**config.mk**
```make
export PLATFORM = sky130hd
export DESIGN_NAME = clock_set_ctrl
export DESIGN_NICKNAME = d
export VERILOG_FILES = /design/src/rtl/clock_set_ctrl.sv
export SDC_FILE = /design/constraint.sdc
export NUM_CORES = 1
export LEC_CHECK = 0
export CAP_MARGIN = 25
export CORE_AREA = 2 2 69 71
export CTS_BUF_LIST = sky130_fd_sc_hd__clkbuf_4
export CTS_CLUSTER_DIAMETER = 200
export DETAILED_ROUTE_END_ITERATION = 6
export DIE_AREA = 0 0 71 73
export GPL_TIMING_DRIVEN = 0
export HOLD_SLACK_MARGIN = 0.08
export PLACE_DENSITY = 0.66
export SYNTH_ARGS = -nofsm -noshare
export SYNTH_HDL_FRONTEND = slang
export SYNTH_SLANG_ARGS = --single-unit
```
**constraint.sdc**
```tcl
create_clock -name clk_100hz -period 2.56 [get_ports clk_100hz]
set_input_delay 0.512 -clock clk_100hz [delete_from_list [all_inputs] [get_ports clk_100hz]]
set_output_delay 0.512 -clock clk_100hz [all_outputs]
set_load 0.05 [all_outputs]
```
**src/rtl/clock_set_ctrl.sv**
```systemverilog
// Set-mode controller for a calendar clock: walks the user through the time/date fields,
// issues one-cycle increment strobes (single press and auto-repeat), and blinks the field under edit.
module clock_set_ctrl (
    input  logic       clk_100hz,
    input  logic       rst,
    input  logic       set_press,
    input  logic       inc_press,
    input  logic       inc_hold,
    output logic [2:0] field,
    output logic       run_en,
    output logic       inc_hour,
    output logic       inc_min,
    output logic       inc_month,
    output logic       inc_day,
    output logic       inc_year,
    output logic       sec_clr,
    output logic       blink
);

    typedef enum logic [2:0] {
        ST_RUN   = 3'b000,
        ST_HOUR  = 3'b001,
        ST_MIN   = 3'b010,
        ST_MONTH = 3'b011,
        ST_DAY   = 3'b100,
        ST_YEAR  = 3'b101
    } state_e;

    state_e      state_q, state_d;
    logic [6:0]  hold_q, hold_d;
    logic [3:0]  rep_q, rep_d;
    logic [9:0]  tmo_q, tmo_d;
    logic [5:0]  blk_cnt_q, blk_cnt_d;
    logic        blink_q, blink_d;
    logic        run_en_q, run_en_d;
    logic [4:0]  strobe_q, strobe_d;   // {year, day, month, min, hour}
    logic        sec_clr_q, sec_clr_d;
    logic        in_set_s, stay_s, timeout_s, auto_s, fire_s;

    // Next-state, strobe, auto-repeat, timeout and blink evaluation
    always_comb begin
        state_d   = state_q;
        in_set_s  = 1'b1;
        timeout_s = 1'b0;
        case (state_q)
            ST_RUN: begin
                in_set_s = 1'b0;
                if (set_press) state_d = ST_HOUR;
                else           state_d = ST_RUN;
            end
            ST_HOUR:  if (set_press) state_d = ST_MIN;   else state_d = ST_HOUR;
            ST_MIN:   if (set_press) state_d = ST_MONTH; else state_d = ST_MIN;
            ST_MONTH: if (set_press) state_d = ST_DAY;   else state_d = ST_MONTH;
            ST_DAY:   if (set_press) state_d = ST_YEAR;  else state_d = ST_DAY;
            ST_YEAR:  if (set_press) state_d = ST_RUN;   else state_d = ST_YEAR;
            default: begin
                in_set_s = 1'b0;
                state_d  = ST_RUN;
            end
        endcase

        // Idle timeout loses only to an explicit set_press
        if (in_set_s && !set_press && (tmo_q == 10'd999)) begin
            state_d   = ST_RUN;
            timeout_s = 1'b1;
        end else begin
            timeout_s = 1'b0;
        end

        stay_s    = in_set_s && (state_d == state_q);
        sec_clr_d = (state_q == ST_MIN) && set_press;
        run_en_d  = (state_d == ST_RUN);

        if (stay_s && inc_hold) begin
            if (hold_q == 7'd127) hold_d = 7'd127;
            else                  hold_d = hold_q + 7'd1;
        end else begin
            hold_d = 7'd0;
        end

        // Repeat sub-counter keeps the 10-cycle cadence going past hold-counter saturation
        auto_s = 1'b0;
        if (hold_d == 7'd50) begin
            auto_s = 1'b1;
            rep_d  = 4'd0;
        end else if ((hold_d != 7'd0) && (hold_q >= 7'd50)) begin
            if (rep_q == 4'd9) begin
                auto_s = 1'b1;
                rep_d  = 4'd0;
            end else begin
                rep_d  = rep_q + 4'd1;
            end
        end else begin
            rep_d = 4'd0;
        end

        fire_s   = stay_s && (inc_press || auto_s);
        strobe_d = 5'b00000;
        if (fire_s) begin
            case (state_q)
                ST_HOUR:  strobe_d = 5'b00001;
                ST_MIN:   strobe_d = 5'b00010;
                ST_MONTH: strobe_d = 5'b00100;
                ST_DAY:   strobe_d = 5'b01000;
                ST_YEAR:  strobe_d = 5'b10000;
                default:  strobe_d = 5'b00000;
            endcase
        end else begin
            strobe_d = 5'b00000;
        end

        if (!stay_s || set_press || inc_press || inc_hold) tmo_d = 10'd0;
        else                                               tmo_d = tmo_q + 10'd1;

        if (!stay_s || fire_s) begin
            blk_cnt_d = 6'd0;
            blink_d   = 1'b0;
        end else if (blk_cnt_q == 6'd49) begin
            blk_cnt_d = 6'd0;
            blink_d   = ~blink_q;
        end else begin
            blk_cnt_d = blk_cnt_q + 6'd1;
            blink_d   = blink_q;
        end
    end

    // State and registered outputs
    always_ff @(posedge clk_100hz or negedge rst) begin
        if (!rst) begin
            state_q   <= ST_RUN;
            hold_q    <= 7'd0;
            rep_q     <= 4'd0;
            tmo_q     <= 10'd0;
            blk_cnt_q <= 6'd0;
            blink_q   <= 1'b0;
            run_en_q  <= 1'b1;
            strobe_q  <= 5'b00000;
            sec_clr_q <= 1'b0;
        end else begin
            state_q   <= state_d;
            hold_q    <= hold_d;
            rep_q     <= rep_d;
            tmo_q     <= tmo_d;
            blk_cnt_q <= blk_cnt_d;
            blink_q   <= blink_d;
            run_en_q  <= run_en_d;
            strobe_q  <= strobe_d;
            sec_clr_q <= sec_clr_d;
        end
    end

    assign field     = state_q;
    assign run_en    = run_en_q;
    assign inc_hour  = strobe_q[0];
    assign inc_min   = strobe_q[1];
    assign inc_month = strobe_q[2];
    assign inc_day   = strobe_q[3];
    assign inc_year  = strobe_q[4];
    assign sec_clr   = sec_clr_q;
    assign blink     = blink_q;

endmodule

```
* After elaboration in Yosys (flattened, before gate mapping)
Cells that the tools add are included.
** Word-level totals
- Bits of input ports :: 5
- Logic and storage cells :: 69
- Flip-flop bits (word level) :: 38
- Output and inout bits :: 11
** Cells by class
- Add/sub/neg operators :: 4
- Magnitude comparators :: 1
- Reduce and logical (&&, ||, !) cells :: 19
- Mux-type cells :: 24
- Equal/unequal tests :: 11
- Bitwise gates (word level) :: 1
** Operator list (count)
- 5-bit one-hot mux with 5 select lines :: 1
- 3-bit one-hot mux with 6 select lines :: 1
- 7-bit 2-to-1 mux :: 2
- 4-bit 2-to-1 mux :: 3
- 6-bit 2-to-1 mux :: 2
- 10-bit by 1-bit adder with 10-bit output, second input constant :: 1
- 10-bit equality test, second input constant :: 1
- 10-bit 2-to-1 mux :: 1
- 1-bit 2-to-1 mux :: 9
- 3-bit 2-to-1 mux :: 3
- 7-bit by 1-bit adder with 7-bit output, second input constant :: 1
- 7-bit by 6-bit equality test with 1-bit output, second input constant :: 1
- 7-bit equality test, second input constant :: 1
- 7-bit by 6-bit >= comparator with 1-bit output, second input constant :: 1
- 1-bit logical AND :: 7
- 7-bit nonzero test :: 1
- 6-bit by 1-bit adder with 6-bit output, second input constant :: 1
- 3-bit by 2-bit equality test with 1-bit output, second input constant :: 2
- 3-bit equality test, second input constant :: 2
- 6-bit equality test, second input constant :: 1
- 3-bit zero test :: 2
- 1-bit logical OR :: 5
- 5-bit 2-to-1 mux :: 1
- 5-bit OR reduction :: 1
- 8 further kinds :: 9

* Logic depth before layout (Yosys ltp)
Gate-level depths: netlist (run 1).
- Word-level depth :: 18
- Depth in mapped cells :: 8
- Mapped depth without buffers :: 7

* Least setup slack after synthesis (run 1)
Ideal clock, no wire load.
- Path type :: register to register
- From :: reg state_q[0] (netlist: field[0])
- To :: reg blk_cnt_q[0]
- Setup time :: 0.095 ns
- Buffers on the path :: 1
- Data required time :: 2.465 ns
- Clock period less this slack :: 1.821 ns
- Stages on the path, launching flop included :: 7
- Arrival time :: 1.726 ns
- Path slack :: 0.739 ns
- Cell sequence :: dfrtp_1 > buf_4 > or3_1 > nand2_2 > nor3_4 > nand2_2 > nor4b_2
** Between the ends
- Longest elaborated chain between the ends :: 18
- Elaborated cells on any way between the ends :: 26
- Classes of those cells :: eq/ne (7); mux (7); reduce/logical (12)
** RTL lines
- start: declaration :: line 29 : state_e state_q, state_d;
- start signal: assignment :: line 140 : state_q <= state_d;
- 3-bit by 2-bit equality test with 1-bit output (tied with other cells) :: line 45 : case (state_q)
- 5-bit OR reduction (no source line)
- 1-bit 2-to-1 mux :: line 45
- 1-bit logical AND (2 in a row) :: line 63 : if (in_set_s && !set_press && (tmo_q == 10'd999)) begin
- 3-bit 2-to-1 mux :: line 63
- 3-bit equality test :: line 70 : stay_s = in_set_s && (state_d == state_q);
- 1-bit logical AND * :: line 70
- 1-bit logical AND :: line 74 : if (stay_s && inc_hold) begin
- [2 not listed]
- 1-bit logical AND :: line 86 : end else if ((hold_d != 7'd0) && (hold_q >= 7'd50)) begin
- 1-bit 2-to-1 mux :: line 86
- 1-bit 2-to-1 mux :: line 83 : if (hold_d == 7'd50) begin
- 1-bit logical OR :: line 97 : fire_s = stay_s && (inc_press || auto_s);
- 1-bit logical AND :: line 97
- 1-bit logical OR * :: line 115 : if (!stay_s || fire_s) begin
- 6-bit 2-to-1 mux * :: line 115
- via blk_cnt_d[0] :: line 33 : logic [5:0] blk_cnt_q, blk_cnt_d;
- end signal: assignment :: line 144 : blk_cnt_q <= blk_cnt_d;
- end: declaration :: line 33
The timed path passes the listed nets; every way through them passes the cells marked *.
A chain may end at the register's enable or synchronous reset.

* Final worst setup path (run 1)
- From :: reg state_q[1] (netlist: field[1])
- To :: out field[1]
** RTL lines
- end: declaration :: line 9 : output logic [2:0] field,
No word-level cell between the ends.

==> results.py, run 1 <==
metrics = {
    "status": {
        "status": "finished clean",
    },
    "drt": {
        "ant_nets": 0,
        "drt-total-wl_um": 3210,
        "drt_iter0_markers": 54,
        "avgRoutedWirePerCell_um": 12.5,
        "drc": 0,
        "drt-vias-per-instance": 5.16,
        "drt-pass1-iter-count": 4,
        "via_count": 1321,
    },
    "worst_setup_path": {
        "critPathBufInv": 1,
        "crit_type": "reg -> out",
        "arrival_ns": 1.65,
        "worst_r2r_path_depth": 7,
        "critPathMaxStageDelay_ns": 0.85,
        "reg2reg_to": "blk_cnt_q[1]$_DFF_PN0_",
        "reg2reg_slack_ns": 0.67,
        "cp_slowest_cell": "clkdlybuf4s50_1",
        "crit_path_max_fanout": 8,
        "endpoint_kind": "output pin",
        "path_cells": "clkdlybuf4s50_1",
        "required_ns": 2.05,
        "timing.rr.start": "hold_q[0]$_DFF_PN0_",
        "cp_top_family": "buffers and inverters",
        "critPathLaunchType": "register",
    },
    "timing": {
        "finalClockSkew_ns": 0.00514,
        "grt_setup_unrepaired": "no",
        "fin_ws_ns": 0.393,
        "hold_slack_ns": 0.263,
        "max_freq_mhz": 461,
        "setup_viol": 0,
        "finalCriticalPeriod_ns": 2.17,
        "finalHoldViolations": 0,
        "worst_slew_pin_slew_ns": 0.819,
        "maxSlewHeadroom_pct": 45.4,
        "setup_tns_ns": 0,
        "fin_crit_sh_pct": 84.6,
        "maxSlewViolCount": 0,
    },
    "placed_design": {
        "globalplace.congestion": 0.794,
        "place_area_sq_um": 2130,
        "io_buffers": 14,
        "dp_hpwl_um": 2270,
        "place_inst": 248,
        "place_worst_setup_slack_ns": 0.615,
    },
    "final_layout": {
        "drive_above_1_share_pct": 11.4,
        "instances_no_fill": 256,
        "diodes": 0,
        "area.growth.synth_to_final_pct": 13.1,
        "nets": 213,
        "fillers": 426,
        "final_util_pct": 47.9,
        "fin_area_sq_um": 2170,
        "seq_area_sq_um": 952,
        "multi_input_area_sq_um": 903,
    },
    "cts": {
        "cts_tree": "built",
        "clkTransAtPathRegs_ns": 0.11,
        "clock-sinks": 38,
        "cts_max_level": 2,
        "cts_hold_buf": 0,
        "clock_latency_ns": 0.33,
        "cts_root_buffer": "clkbuf_4",
        "cts_buffers": 5,
        "cts_buffer_depth": 2,
        "cts-resized-gates": 0,
        "post-cts-setup-buffer-count": 0,
    },
    "power_and_ir_drop": {
        "vdd_drop_max_v": 0.000576,
        "p_leak_nw": 0.955,
        "powerDensity_nw_per_um2": 689,
        "power.total_mw": 1.50,
    },
    "logic_synthesis": {
        "synth_common_cells": "dfrtp_1 (37), nor2_1 (29), nand2_1 (15), nand3_1 (11), xnor2_1 (11)",
        "yosysSeqAreaShare_pct": 49.5,
        "ys_types": 37,
        "synth-async-reset-ratio_pct": 100,
        "synth_top_area_share_pct": 48.1,
        "syn_avg_cell_area_sq_um": 10.7,
        "ys_dominant_reg_cell": "dfrtp_1",
        "synth_cells": 180,
        "synth_edf_count": 0,
        "yosys-top-cells-area": "dfrtp_1 (48%), nor2_1 (5.7%), xnor2_1 (5.0%)",
        "synth_nets": 192,
        "ys_ff_latch": 38,
        "synth_largest_area_cell": "dfrtp_1",
        "synth.most_common_cell": "dfrtp_1",
        "syn_area_sq_um": 1920,
        "yosysWarnings": 0,
    },
    "die": {
        "die_w_um": 71,
        "dieArea_sq_um": 5180,
        "die_y_um": 73,
        "start_util_pct": 42.4,
        "rows": 25,
        "core_region_area_sq_um": 4540,
        "io_pins": 16,
    },
    "global_routing": {
        "grt_pass1_wl_um": 5620,
        "grt_max_degree": 39,
        "grt_use_total_pct": 13.8,
        "grt_overflow": 0,
        "antenna_found_initial": 0,
        "grt_pass1_vias": 1282,
    },
    "hold_path": {
        "hold_class": "in -> async",
    },
    "run": {
        "maxCapViolCount": 0,
    },
}
[area by class of cell]
type / count / share of cell area, %
clock buffer: 5 / 1.73
inverter: 7 / 1.21
tap: 54 / 3.11
sequential: 38 / 43.8
timing repair buffer: 14 / 6.21
clock inverter: 3 / 0.518
multi-input combinational: 131 / 41.5
buffer: 4 / 1.90
[cells in the final DEF, fill, tap and decap left out, types with 5 or more instances in the layout]
cell,n
dfrtp_1,37
nor2_1,29
nand2_1,15
clkdlybuf4s50_1,13
nand3_1,11
xnor2_1,11
xor2_1,10
a21oi_1,7
inv_1,7
ha_1,7
nor3_1,6
o2111a_1,5
clkbuf_4,5
[cell families (layout without fill, tap and decap cells)]
family,Yosys count,after routing,synth area share (%)
compound gates,19,19,8.78
flops,38,38,49.5
fa+ha+maj,7,7,4.55
simple gates,84,84,24.1
buf+inv,11,33,3.51
xor+xnor,21,21,9.56
[where the power goes]
group	internal, mW	total (mW)	leakage [nW]	switching (mW)
clock network	0.0980	0.278	0.0277	0.180
registers	0.657	0.712	0.521	0.0547
logic	0.179	0.509	0.407	0.331
[registers in the layout, indices dropped and copies added, names as in the netlist]
name,count
hold_q,7
tmo_q,10
rep_q,4
sec_clr,1
field,3
blink,1
strobe_q,5
blk_cnt_q,6
run_en,1
[worst max path at each step]
stage / endpoint / slack, ns / cells past startpoint / from
after floorplan: blk_cnt_q[0]$_DFF_PN0_ / 0.74 / 6 / field[0]$_DFF_PN0_
after global placement: field[0]$_DFF_PN0_ / 0.06 / 1 / rst
after detailed placement: strobe_q[1]$_DFF_PN0_ / 0.61 / 5 / inc_hold
after CTS: field[1] / 0.37 / 1 / field[1]$_DFF_PN0_
after global routing: field[1] / 0.34 / 1 / field[1]$_DFF_PN0_
final: field[1] / 0.39 / 1 / field[1]$_DFF_PN0_
[per-layer routing]
metal | track usage, % | up-vias | routed length [um]
met4 | 3.77 | 0 | 34
met3 | 3.45 | 5 | 91
met5 | 0 | - | 0
met1 | 18.0 | 640 | 1510
met2 | 23.2 | 13 | 1570
li1 | - | 663 | -
No activity file was read; power rests on OpenSTA's default activity.
==> inputs of run 2 (changes only) <==
==> constraint.sdc (replaced) <==
create_clock -name clk_100hz -period 2.1 [get_ports clk_100hz]
set_input_delay 0.42 -clock clk_100hz [delete_from_list [all_inputs] [get_ports clk_100hz]]
set_output_delay 0.42 -clock clk_100hz [all_outputs]
set_load 0.05 [all_outputs]
==> run 2 against run 1 <==
Die area did not move; sequential power increased by 22%; core utilization up 0.17 points; sequential share of layout area fell by 0.15 points; critical path depth unchanged; combinational power is 21% higher; critical endpoint is now blink.
==> results.py, run 2 (synthesized netlist as in run 1, its figures left out) <==
metrics = {
    "status": {
        "status": "finished clean",
    },
    "drt": {
        "via_count": 1318,
        "drc": 0,
        "drt-pass1-iter-count": 4,
        "drt-vias-per-instance": 5.15,
        "ant_nets": 0,
        "drt_iter0_markers": 54,
        "avgRoutedWirePerCell_um": 12.5,
        "drt-total-wl_um": 3200,
    },
    "worst_setup_path": {
        "path_cells": "clkdlybuf4s50_1",
        "critPathBufInv": 1,
        "cp_slowest_cell": "clkdlybuf4s50_1",
        "cp_top_family": "buffers and inverters",
        "crit_path_max_fanout": 2,
        "endpoint_kind": "output pin",
        "critPathLaunchType": "register",
        "critPathMaxStageDelay_ns": 0.81,
        "reg2reg_slack_ns": 0.21,
        "arrival_ns": 1.52,
        "required_ns": 1.68,
        "crit_type": "reg -> out",
    },
    "timing": {
        "finalCriticalPeriod_ns": 1.94,
        "fin_crit_sh_pct": 92.2,
        "setup_tns_ns": 0,
        "finalHoldViolations": 0,
        "grt_setup_unrepaired": "no",
        "setup_viol": 0,
        "maxSlewViolCount": 0,
        "hold_slack_ns": 0.172,
        "maxSlewHeadroom_pct": 45.3,
        "worst_slew_pin_slew_ns": 0.820,
        "max_freq_mhz": 516,
        "finalClockSkew_ns": 0.00515,
    },
    "global_routing": {
        "grt_use_total_pct": 13.8,
        "grt_pass1_vias": 1282,
        "grt_max_degree": 39,
        "grt_pass1_wl_um": 5620,
        "grt_overflow": 0,
        "antenna_found_initial": 0,
    },
    "cts": {
        "cts_root_buffer": "clkbuf_4",
        "cts_hold_buf": 0,
        "cts-resized-gates": 0,
        "clock_latency_ns": 0.33,
        "clock-sinks": 38,
        "post-cts-setup-buffer-count": 0,
        "cts_buffer_depth": 2,
        "cts_max_level": 2,
        "clkTransAtPathRegs_ns": 0.11,
        "cts_buffers": 5,
        "cts_tree": "built",
    },
    "die": {
        "start_util_pct": 42.4,
        "core_region_area_sq_um": 4540,
        "io_pins": 16,
        "rows": 25,
        "die_y_um": 73,
        "dieArea_sq_um": 5180,
        "die_w_um": 71,
    },
    "power_and_ir_drop": {
        "p_comb_share_pct": 33.9,
        "power.total_mw": 1.82,
        "clock_power_share_pct": 18.6,
        "powerDensity_nw_per_um2": 836,
        "vdd_drop_max_v": 0.000686,
        "swShare_pct": 37.8,
        "power.switching_uw": 689,
        "power_report.internal_total_mw": 1.14,
        "p_leak_nw": 0.998,
        "p_seq_share_pct": 47.5,
    },
    "hold_path": {
        "hold_class": "in -> async",
    },
    "final_layout": {
        "final_util_pct": 48.1,
        "layout_commonest_cell": "dfrtp_1",
        "layout_common_cells": "dfrtp_1 (37), nor2_1 (29), nand2_1 (15), nand3_1 (11), xnor2_1 (11)",
        "drive_above_1_share_pct": 11.4,
        "area.growth.synth_to_final_pct": 13.5,
        "largest_register_ffs": 10,
        "diodes": 0,
        "fillers": 423,
        "top_regs": "tmo_q: 10 flops, hold_q: 7 flops, blk_cnt_q: 6 flops",
        "regMostFlops": "tmo_q",
        "instances_no_fill": 256,
        "nets": 213,
    },
    "placed_design": {
        "globalplace.congestion": 0.794,
        "place_inst": 248,
        "dp_hpwl_um": 2270,
        "io_buffers": 14,
    },
    "run": {
        "maxCapViolCount": 0,
    },
}
## run 2: area by class of cell
type,instances,area (sq um),area share (%)
plain buffers,4,41.3,1.89
clock buffers,5,37.5,1.72
clock inverters,3,11.3,0.516
inverters,7,26.3,1.20
multi-input cells,131,903,41.4
flip-flops and latches,38,952,43.6
well taps,54,67.6,3.10
repair buffers,14,143,6.54
## run 2: power by group through the flow
stage               clock network, mW  logic (mW)  registers, mW
finish                          0.339       0.618          0.867
CTS                             0.360       0.626          0.869
global placement                    0       0.619          0.882
floorplan                           0       0.274           1.05
detailed placement                  0       0.621          0.884
global route                    0.393       0.663          0.877
## run 2: metrics by stage
step | worst slack [ns] | instance area, sq um
2_1_floorplan | 0.279 | 1920
3_3_place_gp | -0.308 | 2130
3_5_place_dp | 0.233 | 2130
4_1_cts | 0.00662 | 2170
5_1_grt | 0.0822 | 2180
6_report | 0.163 | 2180
## run 2: layer usage
metal	vias to the layer above	track usage (%)	routed length, um
met1	637	18.0	1510
li1	663	-	-
met2	13	23.2	1570
met4	0	3.77	34
met3	5	3.45	87
met5	-	0	0
## run 2: path summary, 6_finish.rpt
path                                      from                endpoint  cells after the start
hold / removal                             rst     hold_q[5]$_DFF_PN0_                      1
hold reg to reg             tmo_q[0]$_DFF_PN0_      tmo_q[0]$_DFF_PN0_                      1
setup reg to reg           hold_q[0]$_DFF_PN0_  blk_cnt_q[1]$_DFF_PN0_                      7
min in group clk_100hz               set_press      field[2]$_DFF_PN0_                      3
max in group asynchronous                  rst  blk_cnt_q[5]$_DFF_PN0_                      1
setup / recovery             blink$_DFFE_PN0P_                   blink                      1
==> inputs of run 3 (changes only) <==
==> constraint.sdc (replaced) <==
create_clock -name clk_100hz -period 2.4 [get_ports clk_100hz]
set_input_delay 0.48 -clock clk_100hz [delete_from_list [all_inputs] [get_ports clk_100hz]]
set_output_delay 0.48 -clock clk_100hz [all_outputs]
set_load 0.05 [all_outputs]
==> results of run 3 <==
The final DEF is identical to that of run 1. Status: finished clean.
Among the figures that moved: setup slack after placement 0.615 ns -> 0.487 ns; setup slack after layout 0.393 ns -> 0.265 ns; hold slack 0.263 ns -> 0.231 ns; register-to-register setup slack 0.67 ns -> 0.51 ns; total power 1.50 mW -> 1.60 mW; worst IR drop on VDD 0.000576 V -> 0.000615 V
